File: src/rtl/fx_chorus_pkg.sv
// Shared types and constants for the chorus delay-line sequencer and its LFO.
// Imported by fx_chorus_ctrl and chorus_lfo.
package fx_chorus_pkg;

    typedef enum logic [2:0] {
        IDLE = 3'd0,
        WR_L = 3'd1,
        WR_R = 3'd2,
        RD_L = 3'd3,
        RD_R = 3'd4,
        DONE = 3'd5
    } state_t;

    localparam int BASE_DLY_DEF = 16;
    localparam int TRI_W        = 8;
    localparam int DEPTH_SHIFT  = 4;

    localparam logic CH_L = 1'b0;
    localparam logic CH_R = 1'b1;

    // States that own the memory port and therefore drive mem_req.
    function automatic logic is_mem_state(input state_t s);
        logic r;
        case (s)
            WR_L, WR_R, RD_L, RD_R: r = 1'b1;
            default:                r = 1'b0;
        endcase
        return r;
    endfunction

endpackage

File: src/rtl/chorus_lfo.sv
// Triangle LFO for the chorus: phase accumulator plus per-channel tap delays.
// The right channel runs half a period behind the left for stereo spread.
module chorus_lfo
    import fx_chorus_pkg::*;
#(
    parameter int PARAM_W  = 7,
    parameter int ADDR_W   = 11,
    parameter int PHASE_W  = 16,
    parameter int BASE_DLY = BASE_DLY_DEF
) (
    input  logic               clk,
    input  logic               reset_n,
    input  logic               advance,
    input  logic [PARAM_W-1:0] rate,
    input  logic [PARAM_W-1:0] depth,
    output logic [ADDR_W-1:0]  dly_l,
    output logic [ADDR_W-1:0]  dly_r
);

    localparam int PROD_W = TRI_W + PARAM_W;

    logic [PHASE_W-1:0] phase_r;
    logic [PHASE_W-1:0] phase_rr_s;
    logic [PROD_W-1:0]  prod_l_s;
    logic [PROD_W-1:0]  prod_r_s;
    logic [PROD_W-1:0]  scaled_l_s;
    logic [PROD_W-1:0]  scaled_r_s;

    // Fold the phase into a triangle and keep its top TRI_W bits.
    function automatic logic [TRI_W-1:0] tri8(input logic [PHASE_W-1:0] p);
        logic [PHASE_W-2:0] t;
        if (p[PHASE_W-1]) begin
            t = ~p[PHASE_W-2:0];
        end else begin
            t = p[PHASE_W-2:0];
        end
        return t[PHASE_W-2 -: TRI_W];
    endfunction

    // Unsigned triangle * depth products, scaled down to sample units.
    always_comb begin
        phase_rr_s = phase_r ^ {1'b1, {(PHASE_W-1){1'b0}}};
        prod_l_s   = {{PARAM_W{1'b0}}, tri8(phase_r)} * {{TRI_W{1'b0}}, depth};
        prod_r_s   = {{PARAM_W{1'b0}}, tri8(phase_rr_s)} * {{TRI_W{1'b0}}, depth};
        scaled_l_s = prod_l_s >> DEPTH_SHIFT;
        scaled_r_s = prod_r_s >> DEPTH_SHIFT;
    end

    // Phase advances once per completed frame by the frame's latched rate.
    always_ff @(posedge clk or negedge reset_n) begin
        if (!reset_n) begin
            phase_r <= '0;
        end else if (advance) begin
            phase_r <= phase_r + {{(PHASE_W-PARAM_W){1'b0}}, rate};
        end
    end

    // Delays are registered so read addresses come from a stable value.
    always_ff @(posedge clk or negedge reset_n) begin
        if (!reset_n) begin
            dly_l <= '0;
            dly_r <= '0;
        end else begin
            dly_l <= ADDR_W'(BASE_DLY) + ADDR_W'(scaled_l_s);
            dly_r <= ADDR_W'(BASE_DLY) + ADDR_W'(scaled_r_s);
        end
    end

endmodule

File: src/rtl/fx_chorus_ctrl.sv
// Chorus delay-line sequencer: per sample, write L/R at wr_ptr, then fetch the
// LFO-modulated taps over a req/ack port and present them with a valid strobe.
module fx_chorus_ctrl
    import fx_chorus_pkg::*;
#(
    parameter int DATA_W   = 16,
    parameter int PARAM_W  = 7,
    parameter int ADDR_W   = 11,
    parameter int PHASE_W  = 16,
    parameter int BASE_DLY = BASE_DLY_DEF
) (
    input  logic                   clk,
    input  logic                   reset_n,
    input  logic                   sample_en,
    input  logic [1:0][DATA_W-1:0] audio_in,
    input  logic [PARAM_W-1:0]     fx_rate,
    input  logic [PARAM_W-1:0]     fx_depth,
    output logic                   mem_req,
    output logic                   mem_we,
    output logic                   mem_ch,
    output logic [ADDR_W-1:0]      mem_addr,
    output logic [DATA_W-1:0]      mem_wdata,
    input  logic                   mem_ack,
    input  logic [DATA_W-1:0]      mem_rdata,
    output logic [1:0][DATA_W-1:0] tap_out,
    output logic                   tap_valid,
    output logic                   busy,
    output logic                   overrun
);

    state_t              state_r;
    state_t              state_nxt_s;
    logic                start_s;
    logic                xfer_s;
    logic                adv_s;
    logic [ADDR_W-1:0]   wr_ptr_r;
    logic [DATA_W-1:0]   aud_l_r;
    logic [DATA_W-1:0]   aud_r_r;
    logic [PARAM_W-1:0]  rate_r;
    logic [PARAM_W-1:0]  depth_r;
    logic [DATA_W-1:0]   rd_l_r;
    logic [ADDR_W-1:0]   dly_l_s;
    logic [ADDR_W-1:0]   dly_r_s;
    logic                req_we_s;
    logic                req_ch_s;
    logic [ADDR_W-1:0]   req_addr_s;
    logic [DATA_W-1:0]   req_wdata_s;

    assign xfer_s = mem_req & mem_ack;
    assign adv_s  = (state_r == DONE);

    chorus_lfo #(
        .PARAM_W  (PARAM_W),
        .ADDR_W   (ADDR_W),
        .PHASE_W  (PHASE_W),
        .BASE_DLY (BASE_DLY)
    ) u_lfo (
        .clk     (clk),
        .reset_n (reset_n),
        .advance (adv_s),
        .rate    (rate_r),
        .depth   (depth_r),
        .dly_l   (dly_l_s),
        .dly_r   (dly_r_s)
    );

    // Next-state logic: memory states advance only on a completed transfer.
    always_comb begin
        state_nxt_s = state_r;
        start_s     = 1'b0;
        case (state_r)
            IDLE: begin
                if (sample_en) begin
                    state_nxt_s = WR_L;
                    start_s     = 1'b1;
                end else begin
                    state_nxt_s = IDLE;
                end
            end
            WR_L: state_nxt_s = xfer_s ? WR_R : WR_L;
            WR_R: state_nxt_s = xfer_s ? RD_L : WR_R;
            RD_L: state_nxt_s = xfer_s ? RD_R : RD_L;
            RD_R: state_nxt_s = xfer_s ? DONE : RD_R;
            DONE: state_nxt_s = IDLE;
            default: state_nxt_s = IDLE;
        endcase
    end

    // Request fields for the state being entered; WR_L bypasses the latch.
    always_comb begin
        req_we_s    = 1'b0;
        req_ch_s    = CH_L;
        req_addr_s  = '0;
        req_wdata_s = '0;
        case (state_nxt_s)
            WR_L: begin
                req_we_s    = 1'b1;
                req_ch_s    = CH_L;
                req_addr_s  = wr_ptr_r;
                req_wdata_s = start_s ? audio_in[CH_L] : aud_l_r;
            end
            WR_R: begin
                req_we_s    = 1'b1;
                req_ch_s    = CH_R;
                req_addr_s  = wr_ptr_r;
                req_wdata_s = aud_r_r;
            end
            RD_L: begin
                req_ch_s   = CH_L;
                req_addr_s = wr_ptr_r - dly_l_s;
            end
            RD_R: begin
                req_ch_s   = CH_R;
                req_addr_s = wr_ptr_r - dly_r_s;
            end
            default: begin
                req_we_s = 1'b0;
            end
        endcase
    end

    // State register and frame-level bookkeeping.
    always_ff @(posedge clk or negedge reset_n) begin
        if (!reset_n) begin
            state_r  <= IDLE;
            wr_ptr_r <= '0;
            aud_l_r  <= '0;
            aud_r_r  <= '0;
            rate_r   <= '0;
            depth_r  <= '0;
            rd_l_r   <= '0;
        end else begin
            state_r <= state_nxt_s;
            if (start_s) begin
                aud_l_r <= audio_in[CH_L];
                aud_r_r <= audio_in[CH_R];
                rate_r  <= fx_rate;
                depth_r <= fx_depth;
            end
            if (state_r == RD_L && xfer_s) begin
                rd_l_r <= mem_rdata;
            end
            if (state_r == DONE) begin
                wr_ptr_r <= wr_ptr_r + ADDR_W'(1);
            end
        end
    end

    // Memory port: fields load only on a state change, so they hold until ack.
    always_ff @(posedge clk or negedge reset_n) begin
        if (!reset_n) begin
            mem_req   <= 1'b0;
            mem_we    <= 1'b0;
            mem_ch    <= 1'b0;
            mem_addr  <= '0;
            mem_wdata <= '0;
        end else begin
            mem_req <= is_mem_state(state_nxt_s);
            if (state_nxt_s != state_r && is_mem_state(state_nxt_s)) begin
                mem_we    <= req_we_s;
                mem_ch    <= req_ch_s;
                mem_addr  <= req_addr_s;
                mem_wdata <= req_wdata_s;
            end
        end
    end

    // Tap output, valid strobe and status flags.
    always_ff @(posedge clk or negedge reset_n) begin
        if (!reset_n) begin
            tap_out   <= '0;
            tap_valid <= 1'b0;
            busy      <= 1'b0;
            overrun   <= 1'b0;
        end else begin
            if (state_r == RD_R && xfer_s) begin
                tap_out <= {mem_rdata, rd_l_r};
            end
            tap_valid <= (state_nxt_s == DONE);
            busy      <= (state_nxt_s != IDLE);
            overrun   <= overrun | (sample_en & (state_r != IDLE));
        end
    end

endmodule

File: config.mk
export PLATFORM = sky130hd
export DESIGN_NAME = fx_chorus_ctrl
export DESIGN_NICKNAME = d
export VERILOG_FILES = /design/src/rtl/fx_chorus_pkg.sv /design/src/rtl/chorus_lfo.sv /design/src/rtl/fx_chorus_ctrl.sv
export SDC_FILE = /design/constraint.sdc
export NUM_CORES = 1
export LEC_CHECK = 0
export CORE_ASPECT_RATIO = 0.75
export CORE_MARGIN = 10
export CORE_UTILIZATION = 50
export DETAILED_ROUTE_END_ITERATION = 7
export PLACE_DENSITY_LB_ADDON = 0.25
export SYNTH_ARGS = -nofsm -noshare
export SYNTH_HDL_FRONTEND = slang
export SYNTH_SLANG_ARGS = --single-unit
File: constraint.sdc
create_clock -name clk -period 8.4 [get_ports clk]
set_clock_uncertainty 0.1 [all_clocks]
set_input_delay 0.84 -clock clk [delete_from_list [all_inputs] [get_ports clk]]
set_output_delay 0.84 -clock clk [all_outputs]
set_load 0.05 [all_outputs]
Word-level counts from Yosys, hierarchy flattened
Cells that the tools add are included.
Widths: inputs -> output; s select.
{"block": "totals", "ff_bits": 179, "latch_bits": 0, "mem_bits_rw": 0, "romBits": 0, "output_inout_bits": 65, "word_cells": 68, "n_memories": 0}
{"block": "classes", "n_addsub": 6, "multipliers": 2, "div_mod_pow": 0, "order_cmp": 0, "n_eq_ne": 11, "shift": 0, "mux": 16, "bitwise": 4, "n_reduce_logical": 9}
{"cell": "$pmux 11 s3", "n": 1}
{"cell": "$pmux 16 s2", "n": 1}
{"cell": "$mul 8x7->15", "n": 2}
{"cell": "$mux 15", "n": 2}
{"cell": "$add 5x11->11 const A", "n": 2}
{"cell": "$sub 11x11->11", "n": 2}
{"cell": "$add 16x7->16", "n": 1}
{"cell": "$mux 16", "n": 1}
{"cell": "$not 15->15", "n": 1}
{"cell": "$pmux 3 s5", "n": 1}
{"cell": "$eq 3x2->1 const B", "n": 4}
{"cell": "$eq 3x3->1 const B", "n": 4}
{"cell": "$add 11x1->11 const B", "n": 1}
{"cell": "$mux 1", "n": 8}
{"cell": "$eq 3x1->1 const B", "n": 2}
{"cell": "$reduce_bool 3->1", "n": 2}
{"cell": "$reduce_or 2->1", "n": 2}
{"cell": "$reduce_or 4->1", "n": 1}
{"cell": "$logic_and 1x1->1", "n": 3}
{"cell": "$logic_not 3->1", "n": 1}
{"cell": "$mux 3", "n": 1}
{"cell": "$ne 3x3->1", "n": 1}
{"cell": "$and 1x1->1", "n": 2}
{"cell": "$mux 2", "n": 1}
{"cell": "$or 1x1->1", "n": 1}

Longest topological paths before layout
Gate-level depths: netlist (run 1).
{"block": "depth", "depth_word": 7, "mapped_depth": 25}

By module
From an unflattened synthesis (run 1), not the netlist that was laid out.
{"block": "unflattened", "cells_unflattened": 1102, "hier_area_um2": 11586.1}
{"mod": "fx_chorus_ctrl", "instances": 1, "cells_each": 536, "area_per_inst_um2": 6170.9}
{"mod": "chorus_lfo", "instances": 1, "cells_each": 566, "area_per_inst_um2": 5415.2}

Worst setup path before layout (run 1)
OpenSTA, ideal clock, no wires.
{"block": "synth_path", "path_type": "reg-to-reg", "startpoint": "register u_lfo.phase_r[15]", "endpoint": "register u_lfo.dly_l[10]", "arrival_ns": 5.882, "required_time_ns": 8.220, "path_slack_ns": 2.338, "path_stages_with_launch": 22, "synth_period_minus_slack_ns": 6.062, "path_cell_list": "dfrtp_1 > buf_6 > buf_1 > xor2_1 > and2_1 > fa_1 > fa_1 > fa_1 > inv_1 > fa_1 > inv_1 > ha_1 > a211o_1 > a211oi_1 > a21o_2 > xnor2_1 > ha_1 > nand2_1 > or3_1 > or3b_1 > a21oi_2 > xnor2_1"}
{"block": "synth_between", "elab_chain_len": 3}
{"item": "start, declared", "line": "chorus_lfo.sv:22", "source": "logic [PHASE_W-1:0] phase_r;"}
{"item": "start signal, assigned", "line": "chorus_lfo.sv:54", "source": "phase_r <= phase_r + {{(PHASE_W-PARAM_W){1'b0}}, rate};"}
{"item": "$mux 15", "line": "chorus_lfo.sv:32", "source": "if (p[PHASE_W-1]) begin"}
{"item": "$mul 8x7->15", "line": "chorus_lfo.sv:43", "source": "prod_l_s = {{PARAM_W{1'b0}}, tri8(phase_r)} * {{TRI_W{1'b0}}, depth};"}
{"item": "$add 5x11->11", "line": "chorus_lfo.sv:64", "source": "dly_l <= ADDR_W'(BASE_DLY) + ADDR_W'(scaled_l_s);"}
{"item": "end signal, assigned", "line": "chorus_lfo.sv:64"}
{"item": "end, declared", "line": "chorus_lfo.sv:16", "source": "output logic [ADDR_W-1:0] dly_l,"}
Every way passes these cells.
A chain may end at the register's enable or synchronous reset.

Worst setup path after layout (run 1)
Same ends and word-level chain as after synthesis.

==> flow_metrics.py, run 1 <==
metrics = {
    "clock_tree": {
        "clkLatencyLatePin_ps": 430,
        "clock_tree.root_cell": "clkbuf_16",
        "cts_tree": "done",
        "numCtsBuffers": 17,
        "path_clk_slew_ps": 80,
        "numClockSinks": 179,
        "cts_max_level": 4,
        "cts_setup_buffers": 0,
        "clockBufferDepth": 2,
        "cts_hold_buf": 0,
        "cts_resized": 0,
    },
    "min_path": {
        "min_path_type": "reg -> reg",
        "hold_depth": 2,
        "hold-path-endpoint": "tap_out[11]",
        "min-delay-start": "rd_l_r[11]",
    },
    "sta": {
        "min_period_over_period": 0.7707,
        "hold_viol": 0,
        "max_slew_margin": 0.3183,
        "fmax_mhz": 154.5,
        "finalCriticalPeriod_ps": 6474,
        "setup_tns_ps": 0,
        "tightest_slew_ps": 1021,
        "finalSetupViolCount": 0,
        "rsz0062_at_grt": "false",
        "slew_violations": 0,
    },
    "setup_path": {
        "critPathMaxFanout": 17,
        "path_cells": "xor2_2 > nand2_1 > fa_1 > fa_1 > inv_1 > fa_1 > inv_1 > fa_1 > inv_1 > ha_1 > a211o_1 > a211oi_1 > a21o_2 > xnor2_1 > ha_1 > nand2_1 > or3_1 > or3b_1 > a21oi_2 > xnor2_1",
        "end_kind": "flip-flop",
        "reg2reg_depth": 20,
        "critPathLaunch": "u_lfo.phase_r[15]",
        "max_stage_delay_ps": 960,
        "critPathSlowestCell": "dfrtp_1",
        "crit_arrival_ps": 6720,
        "crit_top_cell": "fa_1",
        "r2r_start": "u_lfo.phase_r[15]",
        "timing.rr.end": "u_lfo.dly_l[10]",
        "crit_type": "reg -> reg",
        "r2r_slack_ps": 1930,
        "cp-start-kind": "flip-flop",
        "cp.required_ps": 8650,
    },
    "synth": {
        "ys_ff_latch": 179,
        "syn_inst": 1085,
        "synthTopCellsByCount": "dfrtp_1 (179), nand2_1 (166), ha_1 (82)",
        "synthDominantCellAreaShare": 0.3955,
        "synth_area_um2": 11320,
        "synth_edf_count": 0,
        "syn-num-nets": 1291,
        "synth.avg_cell_area_um2": 10.44,
        "synth.yosys.seq_area_share": 0.3955,
        "ys.flop_type": "dfrtp_1",
        "synth_cell_types": 69,
        "yosysMostFrequentCell": "dfrtp_1",
        "yosys_warnings": 0,
        "synthTopCellsByArea": "dfrtp_1 (40%), fa_1 (10%), ha_1 (9.1%)",
        "async_flop_share": 1.000,
        "synth_top_cell_by_area": "dfrtp_1",
    },
    "detailed_routing": {
        "drc_errors": 0,
        "final_antenna_net_count": 0,
        "wl_per_cell_um": 16.66,
        "via_count": 7731,
        "first_iter_violations": 475,
        "drt_wl_total_um": 25090,
        "via_per_inst": 5.133,
        "first_pass_iters": 6,
    },
    "cells_and_area": {
        "drive_above_1_share": 0.1056,
        "antenna_cells": 0,
        "final_nets": 1405,
        "area_delta_synth_final_pct": 19.31,
    },
    "die": {
        "die_y_um": 150.3,
        "fp-row-count": 47,
        "ioPinCount": 131,
        "core_um2": 22170,
        "start_util": 0.5108,
        "die_w_um": 193.8,
        "dieArea_um2": 29130,
    },
    "grt": {
        "grt_pass1_vias": 7858,
        "antenna_found_initial": 0,
        "grt_first_pass_wirelength_um": 41650,
        "grt_max_degree": 104,
        "grt_usage": 0.1743,
        "overflow": 0,
    },
    "placed_design": {
        "dp_hpwl_um": 18840,
        "gp_congestion": 0.8608,
        "io_buffers": 130,
    },
    "run_status": {
        "status": "finished, final reports clean",
    },
    "run": {
        "drv_cap": 0,
    },
}
cells in the final DEF, fill, tap and decap left out, types with 42 or more instances in the layout:
master	Yosys	final
nor2_1	56	56
nand2_1	166	166
xnor2_1	50	50
inv_1	72	72
clkdlybuf4s50_1	0	129
ha_1	82	82
and2_1	70	70
a21oi_1	43	42
fa_1	58	58
mux2_2	63	63
dfrtp_1	179	179
kinds of logic (layout without fill, tap and decap cells):
kind of cell | after synthesis | in the layout | share of synthesized area
mux | 75 | 75 | 0.07325
buf+inv | 114 | 241 | 0.03922
fa+ha+maj | 141 | 141 | 0.1940
flops | 179 | 179 | 0.3955
xor+xnor | 79 | 79 | 0.06342
compound gates | 134 | 134 | 0.07988
simple gates | 363 | 363 | 0.1547
metrics by stage:
stage	util	worst slack [ps]	instance area, um2	hold WS (ps)	instances
after floorplan	-	2338	11320	333.1	1085
after global placement	0.5816	2055	12890	339.6	1474
after detailed placement	0.5816	1932	12890	344.2	1474
after CTS	0.6095	1911	13510	364.9	1506
after global routing	0.6095	1575	13510	377.1	1506
final	0.6095	1926	13510	364.5	1506
layout make-up:
cell class	count	area, um2
well taps	294	367.9
clock inverters	14	177.7
fillers	1839	8658
clock buffers	18	439.2
repair buffers	137	1355
flip-flops and latches	179	4479
inverters	72	270.3
multi-input cells	792	6422
per-layer routing:
layer / global-route usage / vias to the layer above / part of all wire / routed length, um
li1: - / 3844 / - / -
met4: 0.02746 / 0 / 0.0039 / 97
met1: 0.2449 / 3751 / 0.50 / 12460
met2: 0.2779 / 130 / 0.46 / 11440
met5: 0 / - / 0 / 0
met3: 0.03533 / 6 / 0.044 / 1097
sequential cells by signal, summed over array words and instances, names as in the netlist:
signal,count
tap_out,32
aud_l_r,16
aud_r_r,16
mem_wdata,16
rd_l_r,16
u_lfo.phase_r,16
mem_addr,11
u_lfo.dly_l,11
u_lfo.dly_r,11
wr_ptr_r,11
depth_r,7
rate_r,7
state_r,3
busy,1
mem_ch,1
mem_req,1
mem_we,1
overrun,1
tap_valid,1
worst max path at each step:
stage,slack (ps),endpoint
after floorplan,2340,u_lfo.dly_l[10]
after global placement,2060,u_lfo.dly_l[10]
after detailed placement,1930,u_lfo.dly_l[10]
after CTS,1910,u_lfo.dly_l[10]
after global routing,1570,u_lfo.dly_l[10]
final,1930,u_lfo.dly_l[10]
critical path: cells and delay by family (launching register included):
family | cells | cell delay [ps]
adder cells (fa/ha/maj) | 6 | 2590
flip-flops | 1 | 960
AND/OR/NAND/NOR | 4 | 940
AO/OA/AOI/OAI | 4 | 910
XOR/XNOR | 3 | 730
buffers and inverters | 3 | 150
Power of run 1 is left out: the tool's default activity adds up to more than one toggle a clock period on the data nets, which glitch-free logic cannot reach.
==> run 2, diff against run 1 <==
- clock period: 8.4 -> 5.6 ns (I/O delays scaled with it)
==> flow_metrics.py, run 2 (same netlist as run 1, synthesis figures left out) <==
metrics = {
    "setup_path": {
        "cp.required_ps": 5850,
        "critPathMaxFanout": 5,
        "max_stage_delay_ps": 540,
        "critPathTopFamily": "adder cells",
        "reg2reg_depth": 22,
        "r2r_start": "u_lfo.phase_r[15]",
        "cp-start-kind": "flip-flop",
        "cp_num_buf_inv": 5,
        "crit_arrival_ps": 5840,
        "path_cells": "buf_12 > xor2_2 > and2_4 > fa_1 > inv_2 > fa_1 > inv_2 > fa_1 > inv_2 > fa_1 > inv_2 > ha_4 > a211o_1 > a211oi_2 > a21o_2 > xnor2_2 > ha_2 > nand2_1 > or3_4 > or3b_1 > a21oi_2 > xnor2_1",
        "timing.rr.end": "u_lfo.dly_l[10]",
        "end_kind": "flip-flop",
        "crit_type": "reg -> reg",
        "r2r_slack_ps": 10,
        "critPathSlowestCell": "fa_1",
    },
    "detailed_routing": {
        "drc_errors": 0,
        "final_antenna_net_count": 0,
        "first_iter_violations": 447,
        "via_count": 8102,
        "wl_per_cell_um": 16.63,
        "first_pass_iters": 5,
        "via_per_inst": 5.207,
        "drt_wl_total_um": 25870,
    },
    "placed_design": {
        "dp_hpwl_um": 19700,
        "gp_congestion": 0.8662,
        "io_buffers": 130,
    },
    "clock_tree": {
        "path_clk_slew_ps": 80,
        "cts_tree": "done",
        "clockBufferDepth": 2,
        "clock_tree.root_cell": "clkbuf_16",
        "clkLatencyLatePin_ps": 430,
        "numClockSinks": 179,
        "numCtsBuffers": 17,
        "cts_max_level": 4,
    },
    "sta": {
        "slew_violations": 0,
        "rsz0062_at_grt": "true",
        "hold_viol": 0,
        "holdWs_ps": 60.05,
        "tightest_slew_ps": 1009,
        "finalSetupViolCount": 0,
        "fmax_mhz": 179.0,
        "max_slew_margin": 0.3269,
        "min_period_over_period": 0.9976,
        "finalCriticalPeriod_ps": 5586,
    },
    "die": {
        "die_y_um": 150.3,
        "core_um2": 22170,
        "dieArea_um2": 29130,
        "ioPinCount": 131,
        "start_util": 0.5108,
        "die_w_um": 193.8,
        "fp-row-count": 47,
    },
    "cells_and_area": {
        "regArea_um2": 4479,
        "multi_input_area_um2": 6585,
        "mostFrequentLayoutCells": "dfrtp_1 (179), nand2_1 (166), clkdlybuf4s50_1 (129)",
        "drive_above_1_share": 0.1640,
        "regMostFlops": "tap_out",
        "area_delta_synth_final_pct": 24.52,
        "final_nets": 1455,
        "layout_commonest_cell": "dfrtp_1",
        "antenna_cells": 0,
        "largest_register_ffs": 32,
        "fillers": 1733,
    },
    "run_status": {
        "status": "finished, final reports clean",
    },
    "grt": {
        "overflow": 0,
        "grt_max_degree": 83,
        "antenna_found_initial": 0,
        "grt_first_pass_wirelength_um": 43370,
        "grt_pass1_vias": 8266,
        "grt_usage": 0.1812,
    },
    "min_path": {
        "min_path_type": "in -> async",
    },
    "run": {
        "drv_cap": 0,
    },
}
[run 2: cell types whose count changed in the layout (fill, tap and decap cells not counted), moves of 5 or more]
cell / before / now
buf_4: 7 / 55
xnor2_1: 50 / 45
clkinv_8: 6 / 1
and2_4: 0 / 6
and2_1: 70 / 64
xnor2_2: 0 / 5
[run 2: worst max-delay path by stage]
| stage | slack (ps) | startpoint | to | depth (start not counted) |
|---|---|---|---|---|
| after floorplan | 0.6 | u_lfo.phase_r[15] | u_lfo.dly_l[10] | 23 |
| after global placement | 50 | u_lfo.phase_r[15] | u_lfo.dly_l[10] | 22 |
| after detailed placement | -120 | u_lfo.phase_r[15] | u_lfo.dly_l[10] | 21 |
| after CTS | -8 | u_lfo.phase_r[15] | u_lfo.dly_l[10] | 23 |
| after global routing | -270 | u_lfo.phase_r[15] | u_lfo.dly_r[10] | 23 |
| final | 10 | u_lfo.phase_r[15] | u_lfo.dly_l[10] | 22 |
[run 2: cell type report]
cell class	instances	area share
clock buffer	17	0.03017
clock inverter	15	0.01579
inverter	72	0.01917
multi-input combinational	792	0.4670
sequential	179	0.3177
tap	294	0.02609
timing repair buffer	187	0.1241
[run 2: layer usage]
layer | part of all wire | track usage | up-vias | wire length [um]
met1 | 0.48 | 0.2476 | 3984 | 12330
met5 | 0 | 0 | - | 0
met2 | 0.47 | 0.2925 | 149 | 12160
met4 | 0.0093 | 0.03906 | 0 | 240
met3 | 0.044 | 0.03778 | 16 | 1136
li1 | - | - | 3953 | -
[run 2: repair_timing]
| item | in CTS | in global routing |
|---|---|---|
| hold buffers | 0 | 0 |
| pin swaps | 1 | 5 |
| setup endpoints to repair | 2 | 3 |
| setup buffers | 0 | 0 |
| gates resized for setup | 14 | 16 |
[run 2: worst register-to-register path, cell delays in order, from the launching register on]
cell and delay, ps:
dfrtp_1 430, buf_12 170, xor2_2 180, and2_4 180, fa_1 540, inv_2 40, fa_1 510, inv_2 40
fa_1 510, inv_2 40, fa_1 540, inv_2 50, ha_4 150, a211o_1 230, a211oi_2 200, a21o_2 180
xnor2_2 130, ha_2 230, nand2_1 50, or3_4 350, or3b_1 370, a21oi_2 150, xnor2_1 120
[run 2: metrics by stage]
stage                     TNS, ps    util  instance area, um2  setup WS (ps)  cells
after floorplan                 0       -               11370         0.6199   1085
after global placement          0  0.6007               13320          53.30   1524
after detailed placement   -143.5  0.6007               13320         -117.3   1524
after CTS                  -7.887  0.6331               14040         -7.887   1556
after global routing       -415.3  0.6360               14100         -269.0   1556
final                           0  0.6360               14100          13.57   1556
Power of run 2 is left out for the same reason.
